## src/rtl/receiver_calc.sv

```systemverilog
// receiver_calc: UART 8N1 receiver that assembles CR-terminated calculator messages.
module receiver_calc #(
    parameter int N = 8,
    parameter int M = 128,
    parameter int BIT_TICKS = 10417,
    parameter logic [N-1:0] TERM = 8'h0D
) (
    input  logic         clk,
    input  logic         reset,
    input  logic         rxd_pin,
    output logic [N-1:0] byte_data,
    output logic         byte_valid,
    output logic [M-1:0] msg,
    output logic [4:0]   msg_len,
    output logic         msg_valid,
    output logic         frame_err,
    output logic [3:0]   led
);
    localparam int SLOTS = M / N;
    localparam int CW = $clog2(BIT_TICKS);
    localparam int BW = $clog2(N);

    typedef enum logic [1:0] {IDLE, START, DATA, STOP} state_t;

    state_t         state, state_nx;
    logic           rx_m, rx_s, rx_q;
    logic [CW-1:0]  cnt;
    logic [BW-1:0]  bit_idx;
    logic [N-1:0]   sh;
    logic [M-1:0]   acc;
    logic [4:0]     idx;
    logic           ovf, tgl, receiving;

    wire tick = cnt == CW'(BIT_TICKS - 1);
    wire mid  = cnt == CW'(BIT_TICKS / 2 - 1);

    always_ff @(posedge clk or negedge reset)
        if (!reset) state <= IDLE;
        else        state <= state_nx;

    // A start edge needs rx_s to have been high the cycle before, so a held break never re-triggers
    always_comb begin
        state_nx = state;
        case (state)
            IDLE:  if (rx_q && !rx_s) state_nx = START;
            START: if (mid) state_nx = rx_s ? IDLE : DATA;
            DATA:  if (tick && bit_idx == BW'(N - 1)) state_nx = STOP;
            STOP:  if (tick) state_nx = IDLE;
        endcase
    end

    always_comb begin
        receiving = state != IDLE;
        led = {tgl, ovf, frame_err, receiving};
    end

    always_ff @(posedge clk or negedge reset) begin
        if (!reset) begin
            {rx_m, rx_s, rx_q} <= '1;
            cnt <= '0;
            bit_idx <= '0;
            sh <= '0;
            acc <= '0;
            idx <= '0;
            ovf <= 1'b0;
            tgl <= 1'b0;
            byte_data <= '0;
            byte_valid <= 1'b0;
            msg <= '0;
            msg_len <= '0;
            msg_valid <= 1'b0;
            frame_err <= 1'b0;
        end else begin
            rx_m <= rxd_pin;
            rx_s <= rx_m;
            rx_q <= rx_s;
            byte_valid <= 1'b0;
            msg_valid <= 1'b0;
            cnt <= (state == IDLE || (state == START && mid) || tick) ? '0 : cnt + 1'b1;
            if (state == IDLE) bit_idx <= '0;
            if (state == DATA && tick) begin
                sh <= {rx_s, sh[N-1:1]};
                bit_idx <= bit_idx + 1'b1;
            end
            if (state == STOP && tick) begin
                if (rx_s) begin
                    byte_data <= sh;
                    byte_valid <= 1'b1;
                end else frame_err <= 1'b1;
            end
            if (byte_valid) begin
                if (byte_data == TERM) begin
                    msg_valid <= 1'b1;
                    msg <= acc;
                    msg_len <= idx;
                    acc <= '0;
                    idx <= '0;
                    ovf <= 1'b0;
                    frame_err <= 1'b0;
                    tgl <= ~tgl;
                end else if (idx < 5'(SLOTS)) begin
                    for (int i = 0; i < SLOTS; i++)
                        if (idx == 5'(i)) acc[M-1-N*i -: N] <= byte_data;
                    idx <= idx + 1'b1;
                end else ovf <= 1'b1;
            end
        end
    end
endmodule

```

## config.mk

```make
export PLATFORM = sky130hd
export DESIGN_NAME = receiver_calc
export DESIGN_NICKNAME = d
export VERILOG_FILES = /design/src/rtl/receiver_calc.sv
export SDC_FILE = /design/constraint.sdc
export NUM_CORES = 1
export LEC_CHECK = 0
export ABC_CLOCK_PERIOD_IN_PS = 2370
export CAP_MARGIN = 20
export CORE_MARGIN = 4
export CORE_UTILIZATION = 40
export DETAILED_ROUTE_END_ITERATION = 10
export HOLD_SLACK_MARGIN = 0.12
export PLACE_DENSITY = 0.72
export SLEW_MARGIN = 20
export SYNTH_ARGS = -nofsm -noshare
export SYNTH_HDL_FRONTEND = slang
export SYNTH_SLANG_ARGS = --single-unit
```

## constraint.sdc

```tcl
create_clock -name clk -period 2.37 [get_ports clk]
set_input_delay 0.711 -clock clk [delete_from_list [all_inputs] [get_ports clk]]
set_output_delay 0.711 -clock clk [all_outputs]
set_load 0.01 [all_outputs]
```

# Word-level counts from Yosys, hierarchy flattened
# Cells that the tools add are included.
# Widths: inputs -> output; s select.
dict set report totals {
  regBits 309
  input_bits 3
  output_inout_bits 148
  word_cells 153
}
dict set report classes {
  n_addsub 3
  magnitude_cmp 1
  n_eq_ne 27
  muxes 39
  bitwise 1
  reduce_logical 50
}
# cell n
set ops {}
lappend ops {{$mux 128} 2}
lappend ops {{$mux 8} 16}
lappend ops {{$reduce_and 3->1} 16}
lappend ops {{$eq 5x4->1 const B} 8}
lappend ops {{$reduce_bool 2->1} 19}
lappend ops {{$eq 5x3->1 const B} 4}
lappend ops {{$add 14x1->14 const B} 1}
lappend ops {{$eq 14x13->1 const B} 1}
lappend ops {{$eq 14x14->1 const B} 1}
lappend ops {{$mux 14} 1}
lappend ops {{$eq 5x2->1 const B} 2}
lappend ops {{$mux 1} 10}
lappend ops {{$mux 2} 5}
lappend ops {{$mux 5} 2}
lappend ops {{$ne 2x2->1 const B} 5}
lappend ops {{$eq 8x4->1 const B} 1}
lappend ops {{$pmux 2 s4} 1}
lappend ops {{$reduce_and 2->1} 4}
lappend ops {{$mux 3} 2}
lappend ops {{$add 5x1->5 const B} 1}
lappend ops {{$eq 5x1->1 const B} 1}
lappend ops {{$logic_and 1x1->1} 5}
lappend ops {{$logic_not 5->1} 1}
lappend ops {{$lt 5x5->1 const B} 1}
lappend ops {{other kinds (9)} 11}

# Depth between registers and ports, before layout
dict set report depth {
  ltp_word 5
  mapped_depth 7
  depth_no_buf 6
}

# Worst setup path after synthesis
# Ideal clock, no wire load.
dict set report synth_timing {
  path_type {register to register}
  startpoint {reg byte_data[1]}
  endpoint {reg msg[0]}
  setup_time_ns 0.125
  t_arrival_ns 2.066
  required_ns 2.245
  path_slack_ns 0.179
  stages_incl_launch_ff 8
  n_path_buf 3
  synth_period_minus_slack_ns 2.191
  path_cell_list {dfrtp_1 > clkbuf_1 > nor4b_1 > nand3_1 > nor2_1 > buf_2 > buf_2 > mux2_2}
}
dict set report synth_via {
  elab_chain_len 2
}
# element line_no
set synth_rtl {}
lappend synth_rtl {{start, declared} 11} ;# output logic [N-1:0] byte_data,
lappend synth_rtl {{start signal, assigned} 87} ;# byte_data <= sh;
lappend synth_rtl {{$eq 8x4->1} 92} ;# if (byte_data == TERM) begin
lappend synth_rtl {{$reduce_and 2->1 (no source line)} --}
lappend synth_rtl {{end signal, assigned} 69} ;# msg <= '0;
lappend synth_rtl {{end signal, assigned} 94} ;# msg <= acc;
lappend synth_rtl {{end, declared} 13} ;# output logic [M-1:0] msg,
# Every way passes these cells.
# A chain may end at the register's enable or synchronous reset.

==> results.md <==
- The run finished with clean final reports.
- Setup repair after global routing left no endpoint under its margin.
- The final-report max-slew violation count was 0.
- The met3 track utilization from global routing is 4.06%.
- The count of standard-cell rows is 64.
- The via count of the first global-routing pass is 8407.
- In the final design database the tool counted 1183 nets.
- Global routing used 17.7% of the available tracks across all layers.
- The peak supply drop is 564 uV.
- The weighted congestion at the end of routability-driven global placement is 0.821.
- In the global route stage, met1 resource usage came out at 25.7%.
- The endpoint identified for the worst register-to-register timing path is byte_data[5].
- The peak fanout along the critical path is 8.
- The arrival time of the worst setup path is 1580 ps.
- The placed instances occupy a cell area of 0.0144 mm^2.
- The detailed-route wire length is 29800 um.
- The Yosys warning count is 0.
- The async set or reset register ratio after synthesis is 100%.
- The number of hold violations in the final report is 0.
- Yosys mapped a number of flops with a built-in enable equal to 0.
- The post-placement setup slack is 173 ps.
- The post-detailed-route via-to-cell ratio is 5.10.
- For hold timing, the worst endpoint is rx_s.
- The number of placed instances, taps included is 1526.
- Detailed placement finished with a half-perimeter wire length of 19500 um.
- In the post-synthesis netlist, the biggest area contributors are sky130_fd_sc_hd__dfrtp_1 62%, sky130_fd_sc_hd__mux2_2 13%, sky130_fd_sc_hd__nand2_1 6.6%, sky130_fd_sc_hd__o21ai_0 2.8%, sky130_fd_sc_hd__o22ai_1 2.4%.
- The core region is 0.0305 mm^2.
- The number of inserted filler cells in the final layout is 2603.
- TritonCTS built the clock tree.
- The worst hold path stage count is 0.
- The die area is 0.0337 mm^2.
- The min-delay analysis places its worst path in the category flop to flop.
- The overall via count from detail_route is 8113.
- Setup slack on the worst reg-to-reg path comes out at 160 ps.
- The first global-routing pass estimated 47800 um of wire.
- The post-synthesis cell type count is 47.
- The post-CTS clock slew at the launch and capture registers of the worst setup and hold paths is 60 ps.
- The violation count after the first detailed-route iteration is 505.
- The cell leakage power is 0.00720 uW.
- Before antenna repair, the detailed router went through 4 iterations.
- In this run the tightest slew margin relative to its limit is 67.6%.
- The total non-filler cell area in the finished layout is 0.0156 mm^2.
- Between clock sinks in the finished design, the worst skew comes to 14.5 ps.
- The CTS H-tree depth is 2.
- Adding up every negative setup slack in the final design gives 0 ps.
- The power per unit of standard cell area is 704 mW/mm^2.
- The non-filler instance count after layout is 1592.
- For the worst flop-to-flop path, the logic depth is 5.
- The critical path required time is 1660 ps.
- The clock passes through at most 3 buffers.
- The startpoint identified for the worst register-to-register timing path is cnt[8].
- The flip-flop and latch count after synthesis is 309.
- The average detailed-routed wire length per instance is 18.7 um.
- At the pin with the least slew margin, the transition time is 484 ps.
- The worst setup path is launched from a flop.
- The root buffer cell is sky130_fd_sc_hd__clkbuf_16.
- The die is 184 um wide.
- For met2 alone, demand over resource in global routing was 27.2%.
- 151 I/O pins were placed.
- Setup violations remaining at the end of the flow were counted as 0.
- The number of antenna diodes in the final layout is 0.
- The time the worst path needs with I/O delays and setup is 2290 ps.
- Cells with a size suffix above 1 make up 21.7% of the layout.
- met2 is the most crowded layer.
- The total grt overflow is 0.
- The average instance in the mapped netlist occupies 12.1 um^2.
- The final worst-path cycle share is 96.6%.
- The critical path in this run is classified as flop to output port.
- Clock tree synthesis found a total of 309 sinks.
- The remaining antenna violation count after routing is 0.
- The max-capacitance violation count is 0.
- The clock latency reported for the late side of the worst-skew pair is 500 ps.
- From synthesis to final layout, the design area changed by 26.8%.
- sky130_fd_sc_hd__dfrtp_1 takes more of the synthesized area than any other cell.
- The number of buffers inserted during clock tree synthesis is 34.
- The top cell type by area accounts for 62.0% of the synthesized area.
- The initial core utilization is 40.5%.
- The worst setup path is captured at an output port.
- From bottom edge to top edge, the die measures 184 um.
- Static timing analysis puts the maximum clock frequency at 437 MHz.
- The initial antenna violation count is 0.
- The post-synthesis net count is 1028.
- The worst setup slack after layout is 80.9 ps.
- The final design utilization is 51.3%.
- The combined area of all synthesized cells is 0.0123 mm^2.
- Sequential elements use 62.7% of the synthesized area.
- Synthesis produced 1016 cells.
- In the synthesized netlist the dominant register cell turns out to be sky130_fd_sc_hd__dfrtp_1.
- The count of buffers added on input and output ports is 150.
- The largest net degree at the start of global routing is 74.
- The remaining design rule violation count is 0.
- In this run the most critical hold path is launched from rx_m.
==> layer usage <==
| metal | vias to the layer above | wire [um] |
|---|---|---|
| li1 | 3792 | - |
| met1 | 4052 | 13600 |
| met2 | 224 | 13500 |
| met3 | 45 | 2110 |
| met4 | 0 | 654 |
| met5 | - | 0 |
==> layout make-up <==
class / count / area [um^2] / share of cell area, %
inverters: 12 / 45.0 / 0.288
clock inverters: 9 / 105 / 0.672
well taps: 396 / 495 / 3.17
flip-flops and latches: 309 / 7740 / 49.4
repair buffers: 192 / 1990 / 12.7
clock buffers: 52 / 1040 / 6.66
multi-input cells: 622 / 4230 / 27.1
==> layout by cell type (no fill, tap or decap), types with 7 or more instances in the layout <==
master                            netlist  routed
sky130_fd_sc_hd__dfrtp_1              306     306
sky130_fd_sc_hd__nand2_1              217     217
sky130_fd_sc_hd__clkdlybuf4s50_1        0     148
sky130_fd_sc_hd__mux2_2               141     141
sky130_fd_sc_hd__o21ai_0               68      68
sky130_fd_sc_hd__o22ai_1               48      48
sky130_fd_sc_hd__clkbuf_16              0      37
sky130_fd_sc_hd__buf_4                 16      27
sky130_fd_sc_hd__nor2_1                24      22
sky130_fd_sc_hd__xor2_1                14      14
sky130_fd_sc_hd__buf_12                 0      13
sky130_fd_sc_hd__inv_1                 12      12
sky130_fd_sc_hd__and2_1                12      12
sky130_fd_sc_hd__ha_1                   9       9
sky130_fd_sc_hd__clkbuf_1              43       9
sky130_fd_sc_hd__o2bb2ai_1              8       8
sky130_fd_sc_hd__mux2_1                 8       8
sky130_fd_sc_hd__mux2_4                 7       7
==> cell usage after synthesis (all sizes together) (5+ instances only) <==
| cell type | instances |
|---|---|
| a21oi | 6 |
| o21ai | 69 |
| o2bb2ai | 8 |
| inv | 12 |
| or2 | 5 |
| dfrtp | 306 |
| mux2 | 156 |
| buf | 30 |
| nor2 | 24 |
| o22ai | 48 |
| nand2 | 217 |
| nand3 | 6 |
| nand3b | 5 |
| and2 | 12 |
| xor2 | 14 |
| nand4 | 6 |
| clkbuf | 43 |
| ha | 9 |
==> registers in the layout, indices dropped and copies added (netlist names), named ones only <==
register / cells
tgl: 1
byte_valid: 1
bit_idx: 3
rx_s: 1
msg_valid: 1
idx: 5
ovf: 1
byte_data: 8
rx_q: 1
acc: 128
msg: 128
cnt: 14
msg_len: 5
rx_m: 1
state: 1
frame_err: 1
sh: 8
==> repair_timing <==
| action | CTS | global route |
|---|---|---|
| gates resized for setup | 12 | 1 |
| setup endpoints to repair | 5 | 23 |
| hold buffers | 1 | 0 |
| setup buffers | 4 | 0 |
| gates cloned | 0 | 0 |
| endpoints found under the hold margin | 32 | 0 |
==> critical path, stage by stage, from the launching register on <==
cell                            delay [ps]
sky130_fd_sc_hd__dfrtp_1               460
sky130_fd_sc_hd__or2_4                 320
sky130_fd_sc_hd__dlygate4sd2_1         300
==> metrics by stage <==
step                hold WS [ps]  total power, uW
floorplan                    345             5620
global placement             346             5780
detailed placement           347             5790
CTS                          355            11200
global route                 365            11400
finish                       355            11000
==> worst max path at each step <==
stage / start / end / depth (start not counted)
2_1_floorplan: byte_data[1] / msg[0] / 7
3_3_place_gp: cnt[8] / byte_data[0] / 5
3_5_place_dp: cnt[8] / byte_data[1] / 5
4_1_cts: flop / led[0] / 2
5_1_grt: byte_data[7] / byte_data[7] / 2
6_report: flop / led[0] / 2
==> kinds of logic (layout without fill, tap and decap cells) <==
logic type | count (synthesis) | after routing | synth area share [%]
mux | 158 | 158 | 14.6
fa+ha+maj | 9 | 9 | 0.912
xor+xnor | 15 | 15 | 1.06
compound gates | 137 | 137 | 6.50
simple gates | 303 | 303 | 11.0
flops | 309 | 309 | 62.7
buf+inv | 85 | 265 | 3.21
==> report_power, final <==
part | internal (uW) | switching, uW | leakage, uW
sequential | 5320 | 57.4 | 0.00430
combinational | 99.1 | 209 | 0.00234
clock | 3260 | 2060 | 0.000568
Power figures use the tool's default switching activity.
